`config.mk`:
```
export PLATFORM = sky130hd
export DESIGN_NAME = uart_tx_arbiter
export DESIGN_NICKNAME = d
export VERILOG_FILES = /design/src/rtl/uart_pkg.sv /design/src/rtl/rr_arbiter.sv /design/src/rtl/uart_tx_arbiter.sv
export SDC_FILE = /design/constraint.sdc
export NUM_CORES = 1
export LEC_CHECK = 0
export ABC_AREA = 1
export BUFFER_PORTS_ARGS = -buffer_cell sky130_fd_sc_hd__buf_4
export CORE_MARGIN = 10
export CORE_UTILIZATION = 31
export CTS_BUF_LIST = sky130_fd_sc_hd__clkbuf_2 sky130_fd_sc_hd__clkbuf_4 sky130_fd_sc_hd__clkbuf_8
export DETAILED_ROUTE_END_ITERATION = 8
export GPL_TIMING_DRIVEN = 0
export PLACE_DENSITY = 0.59
export SKIP_LAST_GASP = 1
export SLEW_MARGIN = 20
export SYNTH_ARGS = -nofsm -noshare
export SYNTH_HDL_FRONTEND = slang
export SYNTH_SLANG_ARGS = --single-unit
```
`constraint.sdc`:
```
create_clock -name i_clk -period 1.8 [get_ports i_clk]
set_input_delay 0.54 -clock i_clk [delete_from_list [all_inputs] [get_ports i_clk]]
set_output_delay 0.54 -clock i_clk [all_outputs]
set_load 0.1 [all_outputs]
```
`src/rtl/uart_pkg.sv`:
```
// uart_pkg: shared state encoding and UART defaults for the tx arbiter slice
package uart_pkg;
  typedef enum logic [2:0] {
    ARB       = 3'd0,
    CAPTURE   = 3'd1,
    SEND      = 3'd2,
    WAIT_DONE = 3'd3,
    GAP       = 3'd4
  } arb_state_e;
  localparam int UART_CLKS_PER_BIT = 32;
endpackage

```
`src/rtl/rr_arbiter.sv`:
```
// rr_arbiter: combinational round-robin select, first set req after last (mod N)
//   req    in  N       request vector
//   last   in  clog2N  previously served index
//   gnt_id out clog2N  selected index (valid when any)
//   any    out 1       at least one request
module rr_arbiter #(
  parameter int N = 4
) (
  input  logic [N-1:0]         req,
  input  logic [$clog2(N)-1:0] last,
  output logic [$clog2(N)-1:0] gnt_id,
  output logic                 any
);
  localparam int IW = $clog2(N);
  logic [IW-1:0] idx;
  // Walk the rotation backwards so the closest candidate after last wins.
  always_comb begin
    gnt_id = last;
    idx = '0;
    for (int k = N; k >= 1; k--) begin
      idx = IW'((int'(last) + k) % N);
      if (req[idx]) gnt_id = idx;
    end
  end
  assign any = |req;
endmodule

```
`src/rtl/uart_tx_arbiter.sv`:
```
// uart_tx_arbiter: round-robin sharing of one uart_tx among NUM_REQ byte producers
//   i_clk, i_rst_n        clock, async active-low reset
//   req_valid/req_data    per-requester byte offer (byte i at [8*i+7:8*i])
//   req_ready             one-cycle accept strobe, one-hot
//   tx_data_valid/tx_data pulse and held byte to uart_tx
//   tx_done               frame-complete level from uart_tx (edge used)
//   busy, grant_id        status; timeout_err one-cycle abort pulse
//   Optional: define UART_TX_ARB_TIMEOUT_EN to abort a stuck WAIT_DONE.
module uart_tx_arbiter
  import uart_pkg::*;
#(
  parameter int NUM_REQ        = 4,
  parameter int CLKS_PER_BIT   = UART_CLKS_PER_BIT,
  parameter int GAP_CYCLES     = 2,
  parameter int TIMEOUT_CYCLES = 12 * CLKS_PER_BIT
) (
  input  logic                       i_clk,
  input  logic                       i_rst_n,
  input  logic [NUM_REQ-1:0]         req_valid,
  input  logic [8*NUM_REQ-1:0]       req_data,
  output logic [NUM_REQ-1:0]         req_ready,
  output logic                       tx_data_valid,
  output logic [7:0]                 tx_data,
  input  logic                       tx_done,
  output logic                       busy,
  output logic [$clog2(NUM_REQ)-1:0] grant_id,
  output logic                       timeout_err
);
  localparam int IW = $clog2(NUM_REQ);
  localparam logic [7:0] GAP_LOAD = 8'(GAP_CYCLES - 1);
  if (NUM_REQ < 2 || NUM_REQ > 8 || GAP_CYCLES < 1 || GAP_CYCLES > 255 ||
      CLKS_PER_BIT < 1 || TIMEOUT_CYCLES < 1) begin : g_bad_cfg
    $error("uart_tx_arbiter: parameter out of range");
  end
  arb_state_e    state_q;
  logic [IW-1:0] last_q, grant_q, gnt;
  logic [7:0]    tx_data_q, gap_q;
  logic          tx_done_q, any, done_edge;
  rr_arbiter #(.N(NUM_REQ)) u_rr (
    .req    (req_valid),
    .last   (last_q),
    .gnt_id (gnt),
    .any    (any)
  );
  // Only the rising edge counts, so a done level spanning frames is seen once.
  assign done_edge     = tx_done & ~tx_done_q;
  assign req_ready     = (state_q == CAPTURE) ? (req_valid & (NUM_REQ'(1) << grant_q)) : '0;
  assign tx_data_valid = state_q == SEND;
  assign busy          = state_q != ARB;
  assign tx_data       = tx_data_q;
  assign grant_id      = grant_q;
`ifdef UART_TX_ARB_TIMEOUT_EN
  localparam int TW = $clog2(TIMEOUT_CYCLES + 1);
  logic [TW-1:0] tmo_q;
  logic          terr_q;
  assign timeout_err = terr_q;
`else
  assign timeout_err = 1'b0;
`endif
  always_ff @(posedge i_clk or negedge i_rst_n) begin
    if (!i_rst_n) begin
      state_q   <= ARB;
      last_q    <= IW'(NUM_REQ - 1);
      grant_q   <= '0;
      tx_data_q <= '0;
      tx_done_q <= 1'b0;
      gap_q     <= '0;
`ifdef UART_TX_ARB_TIMEOUT_EN
      tmo_q     <= '0;
      terr_q    <= 1'b0;
`endif
    end else begin
      tx_done_q <= tx_done;
`ifdef UART_TX_ARB_TIMEOUT_EN
      terr_q    <= 1'b0;
`endif
      case (state_q)
        ARB: if (any) begin
          grant_q <= gnt;
          state_q <= CAPTURE;
        end
        CAPTURE: if (req_valid[grant_q]) begin
          tx_data_q <= req_data[8*grant_q +: 8];
          last_q    <= grant_q;
          state_q   <= SEND;
        end else state_q <= ARB;
        SEND: begin
`ifdef UART_TX_ARB_TIMEOUT_EN
          tmo_q   <= '0;
`endif
          state_q <= WAIT_DONE;
        end
        WAIT_DONE: begin
          if (done_edge) begin
            gap_q   <= GAP_LOAD;
            state_q <= GAP;
          end
`ifdef UART_TX_ARB_TIMEOUT_EN
          else if (tmo_q == TW'(TIMEOUT_CYCLES - 1)) begin
            terr_q  <= 1'b1;
            gap_q   <= GAP_LOAD;
            state_q <= GAP;
          end else tmo_q <= tmo_q + 1'b1;
`endif
        end
        GAP: if (gap_q == '0) state_q <= ARB; else gap_q <= gap_q - 1'b1;
        default: state_q <= ARB;
      endcase
    end
  end
endmodule
```
==> summary.md, run 1 <==
| Metric | Value |
|---|---|
| Status | complete, but fails checks |
| Violated checks | negative setup slack |
| CP Launch Type | register |
| I/O Buffers | 54 |
| Initial antenna violation count | 0 |
| Crit share post-route | 1.08 |
| Ys Warns | 0 |
| Die area | 0.00842 mm2 |
| CTS buffer count | 3 |
| DR WL/cell | 12.5 um |
| H-tree levels | 1 |
| Final #Nets | 339 |
| Antenna diodes | 0 |
| Syn Nets | 270 |
| Hold violation count in the final report | 0 |
| Critical Path Sink Type | primary output |
| CTS hold repair buffers | 0 |
| Gr ovfl total | 0 |
| Clock Path Buffers | 2 |
| Vias per inst | 4.49 |
| RSZ-0062 raised after global routing | true |
| Cells on worst reg2reg path | 8 |
| Flops & latches, synth | 24 |
| Clock-pin slew of the registers on the worst-case setup and hold paths | 90 ps |
| Max Freq | 514 MHz |
| Skew-Pair Late Insertion Delay | 270 ps |
| DPL Wire Length | 3.61 mm |
| First-pass GRT wire length | 8.00 mm |
| Vias in the first global route | 1,682 |
| Initial Util | 0.316 |
| Fill count | 516 |
| Die width | 91.7 um |
| Avg Inst Size Synth | 6.97 um2 |
| Most frequent cells in the layout | nand2_1 (58), buf_4 (58), nor2_1 (26), o21ai_0 (24), inv_1 (19) |
| Worst path slowest cell | dfrtp_4 |
| Worst slack, placed | -53.8 ps |
| Post-route DRC | 0 |
| Synthesis-to-layout area growth | 52.5% |
| GRT Total Usage | 0.113 |
| Max rail drop VDD | 1.28 mV |
| Critical Path RT | 1260 ps |
| DRT iter0 DRCs | 57 |
| Ports | 56 |
| Final Slew Violations | 0 |
| CP cell instances | inv_2 > buf_6 > nand2_4 > nor3_4 > buf_12 |
| GP Congestion | 0.837 |
| Largest net degree at the start of global routing | 25 |
| Syn Inst Count | 229 |
| ANT nets after route | 0 |
| Maxcap violations | 0 |
| Final setup vio count | 5 |
| Die Y | 91.7 um |
| WS Path Type | register to primary output |
| CP Max Fanout | 4 |
| P_leak | 1.19 nW |
| Initial DRT Pass Iterations | 4 |
| Core area | 0.00504 mm2 |
| Routed WL | 4.58 mm |
| Ratio of cells with drive above 1 in the final layout | 0.364 |
| Via count | 1,647 |
| Clock Sink Count | 24 |
| Final worst slack | -145 ps |
| Clock skew | 8.14 ps |
| TritonCTS clock tree | built |
| Row count | 26 |
| Pwr Density | 2050 mW/mm2 |
| Clock period minus worst slack | 1950 ps |
| Sequential-to-total area share from yosys stat | 0.378 |
| Max incr delay on CP | 490 ps |
| Final setup TNS | -413 ps |
| Crit path DAT | 1410 ps |
| Post-synth cell types | 32 |
| Worst hold path type | input pin to asynchronous set/reset pin |
| Root Buffer | clkbuf_8 |
| Mapped Area | 0.00160 mm2 |
## Yosys cell counts, drive strengths merged
cell,n,share of area
o211ai,1,0.0047
xnor2,1,0.0055
dfstp,2,0.033
xor2,4,0.022
a21oi,6,0.021
ha,2,0.016
nor3,6,0.029
nand2,62,0.15
nor2,32,0.078
o31ai,1,0.0047
nand3,13,0.044
nand4,2,0.0078
o21ai,27,0.085
inv,28,0.066
clkbuf,2,0.0055
a31oi,1,0.013
dfrtp,22,0.35
conb,1,0.0024
o22ai,9,0.035
buf,7,0.035
## final timing paths
path                                          from                     end  slack, ps
hold / removal                             i_rst_n  tx_data[0]$_DFFE_PN0P_        150
max in group asynchronous                  i_rst_n   last_q[0]$_DFFE_PN1P_       1370
setup / recovery           grant_id[1]$_DFFE_PN0P_            req_ready[0]       -150
setup reg to reg            state_q[0]$_DFFE_PN0P_    gap_q[5]$_DFFE_PN0P_        160
min in group i_clk                         tx_done     tx_done_q$_DFF_PN0_        390
hold reg to reg             tx_data[5]$_DFFE_PN0P_  tx_data[5]$_DFFE_PN0P_        480
## power breakdown
group          switching [mW]  total [mW]  internal [mW]
registers               0.187       0.977          0.790
logic                    2.40        3.54           1.14
clock network           0.181       0.479          0.298
## state kept, by name (all words and copies together), names as in the netlist
| register | count |
|---|---|
| gap_q | 8 |
| tx_data | 8 |
| state_q | 3 |
| grant_id | 2 |
| last_q | 2 |
| tx_done_q | 1 |
## per-stage QoR
stage	instance area, um2	util	cells	power (mW)	hold WS (ps)
floorplan	1660	-	229	3.46	244
global placement	2150	0.427	353	4.13	461
detailed placement	2150	0.427	353	4.15	460
CTS	2380	0.471	364	4.90	157
global route	2430	0.482	367	5.37	160
finish	2430	0.482	367	5.00	146
## cell type report
type	count	area (um2)	area share
multi-input combinational	168	915	0.376
sequential	24	613	0.252
timing repair buffer	64	551	0.226
inverter	28	115	0.0473
tap	70	87.6	0.0360
buffer	9	80.1	0.0329
clock buffer	3	41.3	0.0170
clock inverter	1	30.0	0.0123
## logic make-up after synthesis
| kind of cell | Yosys count | synth area share |
|---|---|---|
| simple gates | 115 | 0.307 |
| flops | 24 | 0.378 |
| xor+xnor | 5 | 0.0274 |
| buf+inv | 37 | 0.106 |
| compound gates | 45 | 0.164 |
| fa+ha+maj | 2 | 0.0157 |
| other cells | 1 | 0.00235 |
## timing repair
action | CTS | global route
setup buffers | 7 | 3
endpoints found under the setup margin | 5 | 6
pin swaps | 4 | 4
resized for setup | 26 | 12
## critical path: cells and delay by family (launching register included)
family	cells	cell delay [ps]
buf+inv	3	380
flops	1	490
simple gates	2	260
## metal layers
metal  track usage  up-vias  routed length (um)
li1              -      876                   -
met1         0.145      717                2090
met2         0.166       50                1950
met3        0.0562        4                 490
met4        0.0231        0                  37
met5             0        -                   0
Power figures use the tool's default switching activity.
==> inputs of run 2 (changes only) <==
- CORE_ASPECT_RATIO: not set -> 1.75
==> summary.md, run 2 (synthesis results as in run 1) <==
| Metric | Value |
|---|---|
| Status | complete, but fails checks (unchanged) |
| Violated checks | negative setup slack (unchanged) |
| Vias in the first global route | 1,762 (was 1,682) |
| Clock period minus worst slack | 1990 ps (was 1950 ps) |
| Max Freq | 502 MHz (was 514 MHz) |
| Die area | 0.00853 mm2 (was 0.00842 mm2) |
| CTS buffer count | 3 (unchanged) |
| H-tree levels | 1 (unchanged) |
| TritonCTS clock tree | built (unchanged) |
| Crit share post-route | 1.11 (was 1.08) |
| Max rail drop VDD | 1.37 mV (was 1.28 mV) |
| Placed Area | 0.00213 mm2 (was 0.00215 mm2) |
| Clock-pin slew of the registers on the worst-case setup and hold paths | 90 ps (about the same) |
| CP Max Fanout | 10 (was 4) |
| Critical Path Sink Type | primary output (unchanged) |
| DRT iter0 DRCs | 83 (was 57) |
| Worst hold path type | input pin to asynchronous set/reset pin (unchanged) |
| Max incr delay on CP | 510 ps (was 490 ps) |
| Final worst slack | -194 ps (was -145 ps) |
| Clock skew | 7.91 ps (was 8.14 ps) |
| Root Buffer | clkbuf_8 (unchanged) |
| Finished layout cell area | 0.00232 mm2 (was 0.00243 mm2) |
| Final Slew Violations | 0 (unchanged) |
| Crit path DAT | 1450 ps (was 1410 ps) |
| WHS | 167 ps (was 146 ps) |
| CP Launch Type | register (unchanged) |
| Ports | 56 (unchanged) |
| Final #Nets | 333 (was 339) |
| Worst slack, placed | -39.2 ps (was -53.8 ps) |
| Dpl cells | 337 (was 353) |
| Pwr Density | 2040 mW/mm2 (was 2050 mW/mm2) |
| Row count | 34 (was 26) |
| Initial antenna violation count | 0 (unchanged) |
| RSZ-0062 raised after global routing | true (unchanged) |
| Post-route DRC | 0 (unchanged) |
| Cell family with most CP delay | flip-flops (unchanged) |
| P_leak | 1.15 nW (was 1.19 nW) |
| Initial DRT Pass Iterations | 4 (unchanged) |
| First-pass GRT wire length | 8.02 mm (was 8.00 mm) |
| Final std cells w/o fill | 345 (was 367) |
| Die Y | 115 um (was 91.7 um) |
| Skew-Pair Late Insertion Delay | 260 ps (was 270 ps) |
| GRT Total Usage | 0.113 (about the same) |
| Die width | 74.2 um (was 91.7 um) |
| Final setup vio count | 5 (unchanged) |
| DR WL/cell | 13.2 um (was 12.5 um) |
| Synthesis-to-layout area growth | 45.3% (was 52.5%) |
| Core area | 0.00498 mm2 (was 0.00504 mm2) |
| I/O Buffers | 54 (unchanged) |
| ANT nets after route | 0 (unchanged) |
| Maxcap violations | 0 (unchanged) |
| Total power | 4.73 mW (was 5.00 mW) |
| Largest net degree at the start of global routing | 25 (unchanged) |
| Hold violation count in the final report | 0 (unchanged) |
| Clock Sink Count | 24 (unchanged) |
| CP cell instances | inv_2 > buf_6 > nand2_4 > nor3_4 > buf_12 (unchanged) |
| Gr ovfl total | 0 (unchanged) |
| Antenna diodes | 0 (unchanged) |
| Commonest non-fill, non-tap cell in the layout | nand2_1 |
| Critical Path RT | 1260 ps (about the same) |
| Final setup TNS | -670 ps (was -413 ps) |
| CTS hold repair buffers | 0 (unchanged) |
| Via count | 1,667 (was 1,647) |
| Most frequent cells in the layout | nand2_1 (59), buf_4 (55), nor2_1 (26), o21ai_0 (24), inv_1 (20) (was nand2_1 (58), buf_4 (58), nor2_1 (26), o21ai_0 (24), inv_1 (19)) |
| DPL Wire Length | 3.78 mm (was 3.61 mm) |
| Ratio of cells with drive above 1 in the final layout | 0.337 (was 0.364) |
| Final Util | 0.466 (was 0.482) |
| Worst path slowest cell | dfrtp_4 (unchanged) |
| GP Congestion | 0.857 (was 0.837) |
| Routed WL | 4.57 mm (was 4.58 mm) |
| WS Path Type | register to primary output (unchanged) |
| Clock Path Buffers | 2 (unchanged) |
| Vias per inst | 4.83 (was 4.49) |
| Initial Util | 0.321 (was 0.316) |
| Buf/Inv on CP | 3 (unchanged) |
## run 2: changes by cell type in the layout (fill, tap and decap cells not counted), sizes merged
cell and change:
bufinv -1, clkbuf +2, buf -7
## run 2: cell type report
cell class,instances,area (um2)
flip-flops and latches,24,612
repair buffers,59,513
fillers,504,2660
plain buffers,8,63.8
multi-input cells,168,898
well taps,54,67.6
inverters,28,108
clock buffers,4,55.1
## run 2: routing by layer
layer,global-route usage,vias up,share of wire
met5,0,-,0
met4,0.0257,0,0.012
met3,0.0345,4,0.069
met2,0.201,42,0.53
met1,0.125,756,0.39
li1,-,865,-
## run 2: timing repair
action / CTS / global route
hold endpoints to repair: 0 / 0
buffers inserted: 2 / 3
pin swaps: 2 / 1
resized for setup: 19 / 8
setup endpoints to repair: 5 / 7
## run 2: worst reg2reg max path, stage by stage, from the launching register on
cell and delay (ps):
dfrtp_1 430, buf_4 160, nor3_4 270, nand2_2 140, a21oi_2 220, buf_6 170, o21ai_0 90
## run 2: path summary, 6_finish.rpt
kind,start,endpoint,slack [ps],cells past startpoint
setup / recovery,grant_id[1]$_DFFE_PN0P_,req_ready[0],-190,5
hold / removal,i_rst_n,grant_id[1]$_DFFE_PN0P_,170,1
setup reg to reg,state_q[0]$_DFFE_PN0P_,gap_q[2]$_DFFE_PN0P_,220,6
hold reg to reg,tx_data[0]$_DFFE_PN0P_,tx_data[0]$_DFFE_PN0P_,480,2
max in group asynchronous,i_rst_n,last_q[1]$_DFFE_PN1P_,1350,1
min in group i_clk,tx_done,tx_done_q$_DFF_PN0_,390,1
## run 2: power by group
part,internal (mW),leakage (nW),switching [mW]
clock,0.195,0.0288,0.164
combinational,1.04,0.822,2.33
sequential,0.789,0.299,0.205
